### src/rtl/gpio_uart_tx.sv
// gpio_uart_tx - FIFO-buffered 8N1 serial transmitter.
//
// Bytes presented by the GPIO glue decode (i_data + i_valid) are queued in
// a small circular FIFO and serialised LSB-first onto o_txd as
// start(0) + 8 data bits + stop(1). Every bit lasts CLKS_PER_BIT enabled
// clock cycles. All state advances only on rising i_clk edges where
// i_clk_en is high.
//
// Ports:
//   i_clk    - system clock, rising edge active
//   i_rstb   - asynchronous active-low reset
//   i_clk_en - clock enable; when low all state holds
//   i_data   - byte to transmit
//   i_valid  - i_data valid this cycle
//   o_ready  - FIFO can accept a byte (count != DEPTH)
//   o_txd    - serial line, idles high, driven from a register
//   o_busy   - FIFO non-empty or frame in progress
//   o_count  - FIFO fill level, 0..DEPTH
module gpio_uart_tx #(
  parameter int DEPTH        = 4,
  parameter int CLKS_PER_BIT = 4
) (
  input  logic                     i_clk,
  input  logic                     i_rstb,
  input  logic                     i_clk_en,
  input  logic [7:0]               i_data,
  input  logic                     i_valid,
  output logic                     o_ready,
  output logic                     o_txd,
  output logic                     o_busy,
  output logic [$clog2(DEPTH):0]   o_count
);

  localparam int AW = $clog2(DEPTH);
  localparam int BW = $clog2(CLKS_PER_BIT);
  localparam logic [AW:0]   FULL      = (AW+1)'(DEPTH);
  localparam logic [BW-1:0] BAUD_LAST = BW'(CLKS_PER_BIT - 1);

  typedef enum logic [1:0] {IDLE, START, DATA, STOP} state_t;

  // FIFO storage (no reset: contents are only meaningful between pointers)
  logic [7:0]    mem [DEPTH];
  logic [AW-1:0] wr_ptr_reg, rd_ptr_reg;
  logic [AW:0]   count_reg;
  logic [AW:0]   count_next;

  // Transmitter state
  state_t        state_reg, state_next;
  logic [BW-1:0] baud_reg, baud_next;
  logic [2:0]    bit_reg, bit_next;
  logic [7:0]    shift_reg, shift_next;
  logic          txd_reg, txd_next;

  logic          push;
  logic          pop;
  logic          baud_done;
  logic [7:0]    head;

  assign o_ready   = (count_reg != FULL);
  assign push      = i_valid && o_ready;
  assign head      = mem[rd_ptr_reg];
  assign baud_done = (baud_reg == BAUD_LAST);

  assign o_txd   = txd_reg;
  assign o_count = count_reg;
  assign o_busy  = (state_reg != IDLE) || (count_reg != '0);

  // Next-state and datapath decode. The FSM only sees the registered count,
  // so a byte pushed into an empty FIFO is popped one enabled edge later.
  always_comb begin
    state_next = state_reg;
    baud_next  = baud_reg;
    bit_next   = bit_reg;
    shift_next = shift_reg;
    txd_next   = txd_reg;
    pop        = 1'b0;

    case (state_reg)
      IDLE: begin
        txd_next = 1'b1;
        if (count_reg != '0) begin
          pop        = 1'b1;
          shift_next = head;
          state_next = START;
          txd_next   = 1'b0;
          baud_next  = '0;
        end
      end

      START: begin
        if (baud_done) begin
          baud_next  = '0;
          bit_next   = 3'd0;
          state_next = DATA;
          txd_next   = shift_reg[0];
          shift_next = {1'b0, shift_reg[7:1]};
        end else begin
          baud_next = baud_reg + 1'b1;
        end
      end

      DATA: begin
        if (baud_done) begin
          baud_next = '0;
          if (bit_reg == 3'd7) begin
            state_next = STOP;
            txd_next   = 1'b1;
          end else begin
            bit_next   = bit_reg + 3'd1;
            txd_next   = shift_reg[0];
            shift_next = {1'b0, shift_reg[7:1]};
          end
        end else begin
          baud_next = baud_reg + 1'b1;
        end
      end

      STOP: begin
        if (baud_done) begin
          baud_next = '0;
          // Back-to-back frames: go straight to a new start bit if queued.
          if (count_reg != '0) begin
            pop        = 1'b1;
            shift_next = head;
            state_next = START;
            txd_next   = 1'b0;
          end else begin
            state_next = IDLE;
            txd_next   = 1'b1;
          end
        end else begin
          baud_next = baud_reg + 1'b1;
        end
      end

      default: begin
        state_next = IDLE;
        txd_next   = 1'b1;
        baud_next  = '0;
      end
    endcase
  end

  // Simultaneous push and pop leave the fill level unchanged.
  always_comb begin
    count_next = count_reg;
    case ({push, pop})
      2'b10:   count_next = count_reg + 1'b1;
      2'b01:   count_next = count_reg - 1'b1;
      default: count_next = count_reg;
    endcase
  end

  always_ff @(posedge i_clk or negedge i_rstb) begin
    if (!i_rstb) begin
      state_reg  <= IDLE;
      baud_reg   <= '0;
      bit_reg    <= 3'd0;
      shift_reg  <= 8'h00;
      txd_reg    <= 1'b1;
      wr_ptr_reg <= '0;
      rd_ptr_reg <= '0;
      count_reg  <= '0;
    end else if (i_clk_en) begin
      state_reg <= state_next;
      baud_reg  <= baud_next;
      bit_reg   <= bit_next;
      shift_reg <= shift_next;
      txd_reg   <= txd_next;
      count_reg <= count_next;
      // Pointers wrap naturally because DEPTH is a power of two.
      if (push) wr_ptr_reg <= wr_ptr_reg + 1'b1;
      if (pop)  rd_ptr_reg <= rd_ptr_reg + 1'b1;
    end
  end

  always_ff @(posedge i_clk) begin
    if (i_clk_en && push) begin
      mem[wr_ptr_reg] <= i_data;
    end
  end

endmodule
### config.mk
export PLATFORM = sky130hd
export DESIGN_NAME = gpio_uart_tx
export DESIGN_NICKNAME = d
export VERILOG_FILES = /design/src/rtl/gpio_uart_tx.sv
export SDC_FILE = /design/constraint.sdc
export NUM_CORES = 1
export LEC_CHECK = 0
export ABC_AREA = 0
export CORE_AREA = 2 2 102 79
export CTS_BUF_LIST = sky130_fd_sc_hd__clkbuf_8 sky130_fd_sc_hd__clkbuf_16
export CTS_CLUSTER_DIAMETER = 60
export DETAILED_ROUTE_END_ITERATION = 16
export DIE_AREA = 0 0 104 81
export GPL_TIMING_DRIVEN = 0
export HOLD_SLACK_MARGIN = 0.1
export PLACE_DENSITY = 0.48
export SETUP_SLACK_MARGIN = 0.15
export SLEW_MARGIN = 5
export SYNTH_ARGS = -nofsm -noshare
export SYNTH_HDL_FRONTEND = slang
export SYNTH_SLANG_ARGS = --single-unit
### constraint.sdc
create_clock -name i_clk -period 5 [get_ports i_clk]
set_input_delay 1 -clock i_clk [delete_from_list [all_inputs] [get_ports i_clk]]
set_output_delay 1 -clock i_clk [all_outputs]
set_load 0.005 [all_outputs]
# ---- Word-level counts from Yosys, hierarchy flattened
# Memory sizes are Yosys's and may differ from the RTL's.
# Index checks and enable logic that the tools add are counted.
dict set report totals {
  n_memories 1
  in_bits 12
  mem_bits_rw 32
  regBits 23
}
# memory depth word_bits rd rd_ports_with_merged_regs write_ports line
set mem_list {}
lappend mem_list {mem 4 8 1 0 1 42} ;# logic [7:0] mem [DEPTH];
dict set report op_classes {
  eq_ne 14
  reduce_logical 17
  add_sub_neg 6
  n_mux 32
}
# op count
set op_table {}
lappend op_table {{$mux 8} 5}
lappend op_table {{$pmux 8 s4} 1}
lappend op_table {{$mux 2} 7}
lappend op_table {{$ne 2x2->1 const B} 6}
lappend op_table {{$pmux 3 s2} 2}
lappend op_table {{$mux 1} 10}
lappend op_table {{$reduce_and 5->1} 2}
lappend op_table {{$mux 3} 3}
lappend op_table {{$eq 2x2->1 const B} 4}
lappend op_table {{$pmux 2 s4} 1}
lappend op_table {{$reduce_and 2->1} 4}
lappend op_table {{$add 2x1->2 const B} 3}
lappend op_table {{$add 3x1->3 const B} 2}
lappend op_table {{$reduce_and 6->1} 1}
lappend op_table {{$reduce_bool 2->1} 3}
lappend op_table {{$eq 2x1->1 const B} 2}
lappend op_table {{$pmux 1 s4} 1}
lappend op_table {{$pmux 2 s2} 1}
lappend op_table {{$reduce_and 4->1} 1}
lappend op_table {{$eq 3x3->1 const B} 1}
lappend op_table {{$ne 3x3->1 const B} 1}
lappend op_table {{$reduce_bool 3->1} 1}
lappend op_table {{$reduce_or 3->1} 1}
lappend op_table {{$sub 3x1->3 const B} 1}
lappend op_table {{4 further kinds} 5}

# ---- Logic depth before layout (Yosys ltp)
# Gate-level depths: netlist of run 1.
dict set report logic_depth {
  ltp_word 7
  depth_mapped 10
  ltp_nobuf 10
}

# ---- Worst setup path before layout of run 1
# No wires, ideal clock.
dict set report synth_path {
  kind {flip-flop to flip-flop}
  startpoint {register state_reg[0]}
  endpoint {register count_reg[2] (netlist: o_count[2])}
  path_slack_ps 2827
  stages_incl_launch_ff 10
  arrival_ps 2094
  required_ps 4921
  synth_period_minus_slack_ps 2173
  n_path_buf 0
  cell_sequence {dfrtp_1 -> inv_1 -> ha_1 -> nor3_1 -> ha_1 -> inv_1 -> fa_1 -> xor2_1 -> nor2_1 -> xor2_1}
}
dict set report synth_between {
  elab_chain_len 5
}
# item line
set synth_rtl {}
lappend synth_rtl {{start, declared} 48} ;# state_t state_reg, state_next;
lappend synth_rtl {{start signal, assigned} 165} ;# state_reg <= state_next;
lappend synth_rtl {{$eq 2x2->1 or $logic_not 2->1 (tied branches)} 78} ;# case (state_reg)
lappend synth_rtl {{$pmux 1 s2 *} 78}
lappend synth_rtl {{$eq 2x1->1 or $eq 2x2->1 (tied branches)} 147} ;# case ({push, pop})
lappend synth_rtl {{$reduce_bool 2->1 (no line)} -}
lappend synth_rtl {{$reduce_and 2->1 (no line)} -}
lappend synth_rtl {{end signal, assigned} 170} ;# count_reg <= count_next;
lappend synth_rtl {{end, declared} 44} ;# logic [AW:0] count_reg;
# Mark *: on every way between the ends. The rest lies on a longest branch, timed or not.
# A chain may end at the register's enable or synchronous reset.

# ---- Worst setup path after layout of run 1
dict set report layout_path {
  startpoint {register state_reg[0]}
  endpoint {output o_busy}
}
dict set report layout_between {
  elab_chain_len 2
}
# item line
set layout_rtl {}
lappend layout_rtl {{$reduce_bool 2->1} 66} ;# assign o_busy = (state_reg != IDLE) || (count_reg != '0);
lappend layout_rtl {{$logic_or 1x1->1} 66}
lappend layout_rtl {{end, declared} 30} ;# output logic o_busy,
# Every way passes these cells.

==> results of run 1 <==
[kinds of logic (layout without fill, tap and decap cells)]
group / after synthesis / in the layout / synth area share (%)
AO/OA/AOI/OAI: 35 / 35 / 8.911
XOR/XNOR: 6 / 6 / 2.079
adder cells (fa/ha/maj): 14 / 14 / 7.228
buffers and inverters: 16 / 41 / 2.871
flip-flops: 55 / 55 / 60.84
multiplexers: 20 / 20 / 8.564
AND/OR/NAND/NOR: 43 / 43 / 9.505
[power by group through the flow]
| stage | clock network (mW) | logic (mW) | registers [mW] |
|---|---|---|---|
| 3_5_place_dp | 0 | 0.718 | 0.685 |
| 3_3_place_gp | 0 | 0.717 | 0.683 |
| 5_1_grt | 0.297 | 0.800 | 0.690 |
| 4_1_cts | 0.279 | 0.721 | 0.675 |
| 2_1_floorplan | 0 | 0.522 | 0.667 |
| 6_report | 0.267 | 0.707 | 0.674 |
[how the worst max path moves through the flow]
stage | start | to | cells past startpoint
final | state_reg[0] | o_busy | 4
after global routing | state_reg[0] | o_busy | 4
after CTS | state_reg[0] | o_busy | 4
after detailed placement | i_clk_en | mem[0][2] | 4
after global placement | i_clk_en | mem[0][2] | 4
after floorplan | state_reg[0] | o_count[2] | 9
[synthesized netlist by cell type, drive strengths merged, types with 2 or more instances]
cell / instances / area, sq um
a21oi: 8 / 40.04
and2: 4 / 25.02
buf: 3 / 23.77
clkbuf: 3 / 11.26
dfrtp: 22 / 550.5
edfxtp: 32 / 960.9
ha: 13 / 162.7
inv: 10 / 37.54
mux2: 3 / 33.78
mux2i: 16 / 160.2
nand2: 17 / 63.81
nand2b: 5 / 31.28
nand3: 4 / 20.02
nor2b: 3 / 18.77
nor3: 3 / 26.28
o21ai: 15 / 82.58
o22ai: 8 / 50.05
xnor2: 4 / 35.03
xor2: 2 / 17.52
[cell type report]
cell class                      count  area [sq um]  share of cell area [%]
Buffer                              6         35.03                   1.195
Clock buffer                        5         68.82                   2.347
Clock inverter                      3         33.78                   1.152
Inverter                           10         37.54                   1.280
Multi-Input combinational cell    118         917.1                   31.28
Sequential cell                    55          1538                   52.45
Tap cell                          105         131.4                   4.481
Timing Repair Buffer               17         170.2                   5.805
[layer usage]
| layer | track usage, % | part of all wire (%) | vias to the layer above |
|---|---|---|---|
| li1 | - | - | 733 |
| met5 | 0 | 0 | - |
| met4 | 3.649 | 1.0 | 0 |
| met3 | 2.408 | 2.0 | 5 |
| met1 | 17.23 | 54 | 689 |
| met2 | 17.89 | 43 | 13 |
[critical path, cell delays in order, from the launching register on]
cell and delay [ns]:
dfrtp_1 0.43, inv_1 0.15, ha_1 0.20, or4b_4 0.50, clkdlybuf4s50_1 0.46
[stage by stage]
step,hold WS (ns),cell area (sq um),std cells
floorplan,0.4430,2527,189
global placement,0.4624,2829,311
detailed placement,0.4673,2829,311
CTS,0.4886,2932,319
global route,0.5138,2932,319
finish,0.4834,2932,319
==> qor.yml, run 1 <==
globalRouteTotalUtil_pct: 11.84
layout_common_cells: "edfxtp_1 (32), dfrtp_1 (22), nand2_1 (17), clkdlybuf4s50_1 (17), mux2i_1 (16)"
area_growth_pct: 15.99
end_kind: "output pin"
rr_worst_depth: 9
mostFrequentLayoutCell: "edfxtp_1"
cts_sinks: 55
fill_cells: 758
drive_gt1_share_pct: 10.75
syn_area_sq_um: 2527
fin_ws_ns: 1.948
final_core_util_pct: 38.74
p_sw_share_pct: 37.84
clk_pin_slew_ns: 0.11
synth_area_per_cell_sq_um: 13.37
p_comb_share_pct: 42.9
root_buffer: "clkbuf_8"
internal_power_mw: 1.024
clk_path_buf_depth: 2
seq_area_frac_synth_pct: 60.84
slew_violations: 0
synthesis.nets: 215
antenna-diode-count: 0
tightest_slew_ns: 1.112
max-cap-violations: 0
largest_register_ffs: 32
period_share_pct: 61.05
critPathKind: "reg2out"
tritoncts: "yes"
arrival_ns: 2.05
irDropWorstVdd_v: 0.0001731
final_antenna_net_count: 0
routed_wl_mm: 4.570
worst_setup_path_start_kind: "register"
r2r_start: "state_reg[1]"
cp.required_ns: 4.00
grt-ovfl-total: 0
io_pins: 18
yosysUniqueCellTypes: 37
die_x_microns: 104
start_util_pct: 33.40
syn_inst: 189
postCtsSetupBuffers: 0
gp_congestion: 0.7784
min_from: "o_txd"
grt_pass1_vias: 1409
p_total_mw: 1.648
numCtsBuffers: 5
rsz0062_at_grt: "false"
htree_levels: 2
p_seq_share_pct: 40.9
routedWlPerCell_microns: 14.33
outcome: "finished clean"
die_area_sq_um: 8424
max_freq_ghz: 0.3276
ctsResizeCount: 0
fin_nets: 239
async_flop_share_pct: 41.82
fin_tns_setup_ns: 0
yosys_warnings: 0
setup_viol: 0
grt_pass1_wl_mm: 7.617
insertion_delay_ns: 0.31
min_period_ns: 3.052
worstReg2RegEnd: "o_count[2]"
hp-class: "reg2reg"
port_buffers: 17
power.share.clock_pct: 16.2
slew_headroom_pct: 25.63
p_leak_nw: 1.145
worstPathMaxFanout: 5
synth_edf_count: 32
drt_iter0_markers: 63
ys_ff_latch: 55
p_sw_mw: 0.6236
dr.pass1.iters: 4
viasPerCell: 4.514
ys.flop_type: "edfxtp_1"
finClkSkew_ns: 0.009361
vias: 1440
fp-row-count: 28
hold_buffers: 0
hpwl_mm: 3.165
core_sq_um: 7567
grt_max_degree: 24
hold_path_depth: 2
dpl_worst_slack_ns: 1.887
die_y_microns: 81
power_density_nw_per_um2: 562.1
rrSetupSlack_ns: 2.45
drc: 0
antenna_found_initial: 0
hold_viol: 0
holdPathEnd: "o_txd"
Power figures use the tool's default switching activity.
==> run 2: changes to the inputs <==
- PLACE_DENSITY: 0.48 -> 0.5
- clock period: 5 -> 2.6 ns (I/O delays scaled with it)
==> run 2 against run 1 <==
  * Cell count grew 0.63%
  * First-iteration DRC count shrank 4.8%
  * Combinational power grew 99%
  * Routed wire length shrank 1.6%
  * Clock power grew 95%
  * Utilization grew 0.30 points
  * Design area grew 0.77%
  * Power grew 95%
  * Critical path type unchanged
  * Critical endpoint unchanged
==> qor.yml, run 2 (synthesis gave the netlist of run 1 again) <==
critPathKind: "reg2out"
dpl_worst_slack_ns: -0.01091
port_buffers: 17
routedWlPerCell_microns: 14.01
irDropWorstVdd_v: 0.0003508
area_growth_pct: 16.88
finClkSkew_ns: 0.007655
cts_sinks: 55
setup_viol: 0
grt_pass1_vias: 1473
mostFrequentLayoutCell: "edfxtp_1"
max-cap-violations: 0
insertion_delay_ns: 0.31
hpwl_mm: 3.129
antenna_found_initial: 0
vias: 1454
grtUsageMet2_pct: 17.63
cp.required_ns: 2.08
dr.pass1.iters: 6
viasPerCell: 4.530
hold_viol: 0
worst_setup_path_start_kind: "register"
drive_gt1_share_pct: 12.50
globalRouteTotalUtil_pct: 11.50
period_share_pct: 88.98
p_total_mw: 3.218
p_leak_nw: 1.154
slew_headroom_pct: 27.48
final_antenna_net_count: 0
grtUsageMet1_pct: 16.49
fin_ws_ns: 0.2865
outcome: "finished clean"
core_sq_um: 7567
die_area_sq_um: 8424
drc: 0
routed_wl_mm: 4.497
start_util_pct: 33.40
numCtsBuffers: 5
clk_path_buf_depth: 2
worstPathCellList: "inv_1 > ha_1 > or4b_4 > dlygate4sd2_1"
fp-row-count: 28
worstPathMaxFanout: 4
grt_util_met3_pct: 2.408
grt_max_degree: 24
gp_congestion: 0.7033
place_inst: 311
end_kind: "output pin"
arrival_ns: 1.79
fin_tns_setup_ns: 0
slew_violations: 0
antenna-diode-count: 0
grt_pass1_wl_mm: 7.472
root_buffer: "clkbuf_8"
power_density_nw_per_um2: 1090
layout_common_cells: "edfxtp_1 (32), dfrtp_1 (22), nand2_1 (17)"
cp_slowest_stage_delay_ns: 0.50
tritoncts: "yes"
rsz0062_at_grt: "false"
min_period_ns: 2.313
fin_nets: 241
htree_levels: 2
slowest_stage: "or4b_4"
clk_pin_slew_ns: 0.11
drt_iter0_markers: 60
grt-busiest-layer: "met2"
grt-ovfl-total: 0
die_x_microns: 104
hp-class: "reg2reg"
tightest_slew_ns: 1.084
largest_register_ffs: 32
max_freq_ghz: 0.4322
final_core_util_pct: 39.04
hold_buffers: 0
die_y_microns: 81
stdcell_count: 321
io_pins: 18
-- run 2: stage by stage --
stage          hold WS, ns  cell area [sq um]
5_1_grt             0.5112               2954
3_5_place_dp        0.4713               2829
2_1_floorplan       0.2244               2527
3_3_place_gp        0.4645               2829
6_report            0.4906               2954
4_1_cts             0.4982               2948
-- run 2: critical path, delay by kind of cell, from the launching register on --
family | cells | cell delay (ns)
DFF | 1 | 0.41
adders and majority gates | 1 | 0.18
and+or+nand+nor | 1 | 0.50
buffers and inverters | 2 | 0.39
-- run 2: layer usage --
| layer | part of all wire, % | up-vias |
|---|---|---|
| li1 | - | 735 |
| met1 | 54 | 703 |
| met2 | 42 | 14 |
| met3 | 3.0 | 2 |
| met4 | 0.67 | 0 |
| met5 | 0 | - |
-- run 2: report_power, final --
| part | total, mW | switching [mW] | internal (mW) |
|---|---|---|---|
| combinational | 1.41 | 0.769 | 0.640 |
| sequential | 1.29 | 0.138 | 1.15 |
| clock | 0.521 | 0.315 | 0.206 |
-- run 2: what timing repair did --
action | in CTS | in global routing
endpoints found under the hold margin | 0 | 0
endpoints found under the setup margin | 2 | 1
gates resized for setup | 3 | 1
setup buffers | 2 | 0
-- run 2: worst paths after layout --
check	depth (start not counted)	from	slack (ns)	end
max in group asynchronous	1	i_rstb	1.17	bit_reg[1]
min	2	o_txd	0.49	o_txd
min reg2reg	2	o_txd	0.49	o_txd
min in group asynchronous	1	i_rstb	0.78	rd_ptr_reg[1]
max reg2reg	9	state_reg[0]	0.35	o_count[2]
max	4	state_reg[1]	0.29	o_busy
-- run 2: layout make-up --
class                           count  area (sq um)
Fill cell                         755          4613
Multi-Input combinational cell    118         928.4
Timing Repair Buffer               19         183.9
Buffer                              6         35.03
Clock inverter                      3         31.28
Inverter                           10         37.54
Clock buffer                        5         68.82
Tap cell                          105         131.4
Sequential cell                    55          1538
==> run 3: changes to the inputs <==
--- a/config.mk
+++ b/config.mk
@@ -14,5 +14,5 @@
 export GPL_TIMING_DRIVEN = 0
 export HOLD_SLACK_MARGIN = 0.1
-export PLACE_DENSITY = 0.5
+export PLACE_DENSITY = 0.48
 export SETUP_SLACK_MARGIN = 0.15
 export SLEW_MARGIN = 5
==> constraint.sdc (replaced) <==
create_clock -name i_clk -period 2.15 [get_ports i_clk]
set_input_delay 0.43 -clock i_clk [delete_from_list [all_inputs] [get_ports i_clk]]
set_output_delay 0.43 -clock i_clk [all_outputs]
set_load 0.01 [all_outputs]
==> run 3 against run 2 <==
  * Clock-buffer cell count is the same
  * Critical path depth grew 6
  * Power grew 35%
  * Non-clock buffer count grew 12
  * Clock power grew 39%
  * Hold slack lost 0.0036 ns
  * First-iteration DRC count shrank 32%
  * Design area grew 7.3%
  * Utilization grew 2.9 points
  * Critical endpoint is now o_count[2]
==> qor.yml, run 3 (synthesis gave the netlist of run 1 again) <==
stdcell_count: 333
worstPathMaxFanout: 3
p_seq_share_pct: 36.5
clk_path_buf_depth: 2
die_x_microns: 104
power_density_nw_per_um2: 1371
worst_setup_path_start_kind: "register"
setup_viol: 0
period_share_pct: 94.33
worstReg2RegEnd: "o_count[2]"
hold_viol: 0
layout_common_cells: "edfxtp_1 (32), dfrtp_1 (20), nand2_1 (17)"
routedWlPerCell_microns: 14.09
numCtsBuffers: 5
arrival_ns: 2.27
end_kind: "register"
htree_levels: 2
antenna-diode-count: 0
root_buffer: "clkbuf_8"
hp-class: "reg2reg"
gp_congestion: 0.7510
outcome: "finished clean"
area_growth_pct: 25.45
core_sq_um: 7567
fill_cells: 741
port_buffers: 17
largest_register_ffs: 32
irDropWorstVdd_v: 0.0004864
mostFrequentLayoutCell: "edfxtp_1"
internal_power_mw: 2.758
fin_tns_setup_ns: 0
drt_iter0_markers: 41
hold_ws_ns: 0.4869
start_util_pct: 33.40
dr.pass1.iters: 4
cpMostUsedCell: "xor2_1"
hpwl_mm: 3.195
cp-startpoint: "state_reg[1]"
fp-row-count: 28
slew_violations: 0
io_pins: 18
vias: 1529
tightest_slew_ns: 1.109
final_antenna_net_count: 0
place_inst: 311
drc: 0
grt_pass1_vias: 1455
rr_worst_depth: 10
antenna_found_initial: 0
grtUsageMet2_pct: 18.29
grt_pass1_wl_mm: 7.514
die_y_microns: 81
viasPerCell: 4.592
rsz0062_at_grt: "true"
cp-endpoint: "o_count[2]"
cts_sinks: 55
clk_pin_slew_ns: 0.10
grt-busiest-layer: "met2"
r2r_start: "state_reg[1]"
tritoncts: "yes"
worstPathCellList: "inv_2 > ha_4 > a21oi_2 > nor3_4 > ha_2 > inv_1 > fa_2 > xor2_1 > nor2_1 > xor2_1"
slowest_stage: "dfrtp_2"
p_leak_nw: 1.244
p_sw_share_pct: 36.54
postPlaceCellArea_sq_um: 2849
critPathKind: "reg2reg"
max-cap-violations: 0
dpl_worst_slack_ns: -0.3336
final_area_sq_um: 3171
rrSetupSlack_ns: 0.12
fin_ws_ns: 0.1220
routed_wl_mm: 4.691
grt-ovfl-total: 0
grt_util_met3_pct: 2.648
multiInputGateArea_sq_um: 1025
regArea_sq_um: 1540
finClkSkew_ns: 0.01136
p_total_mw: 4.346
slew_headroom_pct: 25.83
cp.required_ns: 2.39
p_sw_mw: 1.588
drive_gt1_share_pct: 26.75
cp_slowest_stage_delay_ns: 0.45
globalRouteTotalUtil_pct: 11.81
final_core_util_pct: 41.90
fin_nets: 253
die_area_sq_um: 8424
grtUsageMet1_pct: 16.38
grt_max_degree: 24
max_freq_ghz: 0.4931
min_period_ns: 2.028
power.share.clock_pct: 16.6
p_comb_share_pct: 46.9
insertion_delay_ns: 0.32
[run 3: cell types whose count changed in the layout (fill, tap and decap cells not counted), sizes merged]
cell	before	now
bufinv	0	1
clkdlybuf4s50	16	15
dlymetal6s2s	0	1
clkbuf	8	7
buf	5	19
dlygate4sd2	1	0
clkinv	1	0
[run 3: cell type report]
class | instances | share of cell area [%]
flip-flops and latches | 55 | 48.58
multi-input cells | 118 | 32.32
inverters | 10 | 1.184
clock inverters | 3 | 1.579
repair buffers | 32 | 9.037
clock buffers | 5 | 2.170
well taps | 105 | 4.144
plain buffers | 5 | 0.9866
[run 3: power by group through the flow]
stage          Clock, mW  Combinational [mW]  Sequential (mW)
2_1_floorplan          0                1.26             1.57
3_3_place_gp           0                1.72             1.59
3_5_place_dp           0                1.73             1.60
4_1_cts            0.751                1.87             1.58
5_1_grt            0.785                2.28             1.62
6_report           0.722                2.04             1.59
[run 3: worst max-delay path, delay by kind of cell, from the launching register on]
family	cells	cell delay (ns)
adders and majority gates	3	0.68
DFF	1	0.45
and+or+nand+nor	2	0.34
xor gates and xnor gates	2	0.31
buffers and inverters	2	0.14
AOI/OAI and AO/OA	1	0.05
[run 3: routing by layer]
layer  up-vias  wire length [microns]
met2        15                   2084
li1        762                      -
met3         8                    139
met4         0                     68
met1       744                   2398
met5         -                      0
[run 3: how the worst min path moves through the flow]
stage / from / end / slack (ns) / cells after the start
floorplan: i_rstb / baud_reg[0] / 0.13 / 0
global placement: shift_reg[1] / shift_reg[1] / 0.47 / 2
detailed placement: shift_reg[0] / shift_reg[0] / 0.47 / 2
CTS: o_txd / o_txd / 0.49 / 2
global route: shift_reg[7] / shift_reg[7] / 0.51 / 2
finish: o_txd / o_txd / 0.49 / 2
[run 3: repair_timing]
action | in CTS | in global routing
hold endpoints to repair | 0 | 0
setup buffers | 7 | 8
endpoints found under the setup margin | 36 | 45
hold buffers | 0 | 0
pin swaps | 4 | 5
resized for setup | 14 | 14
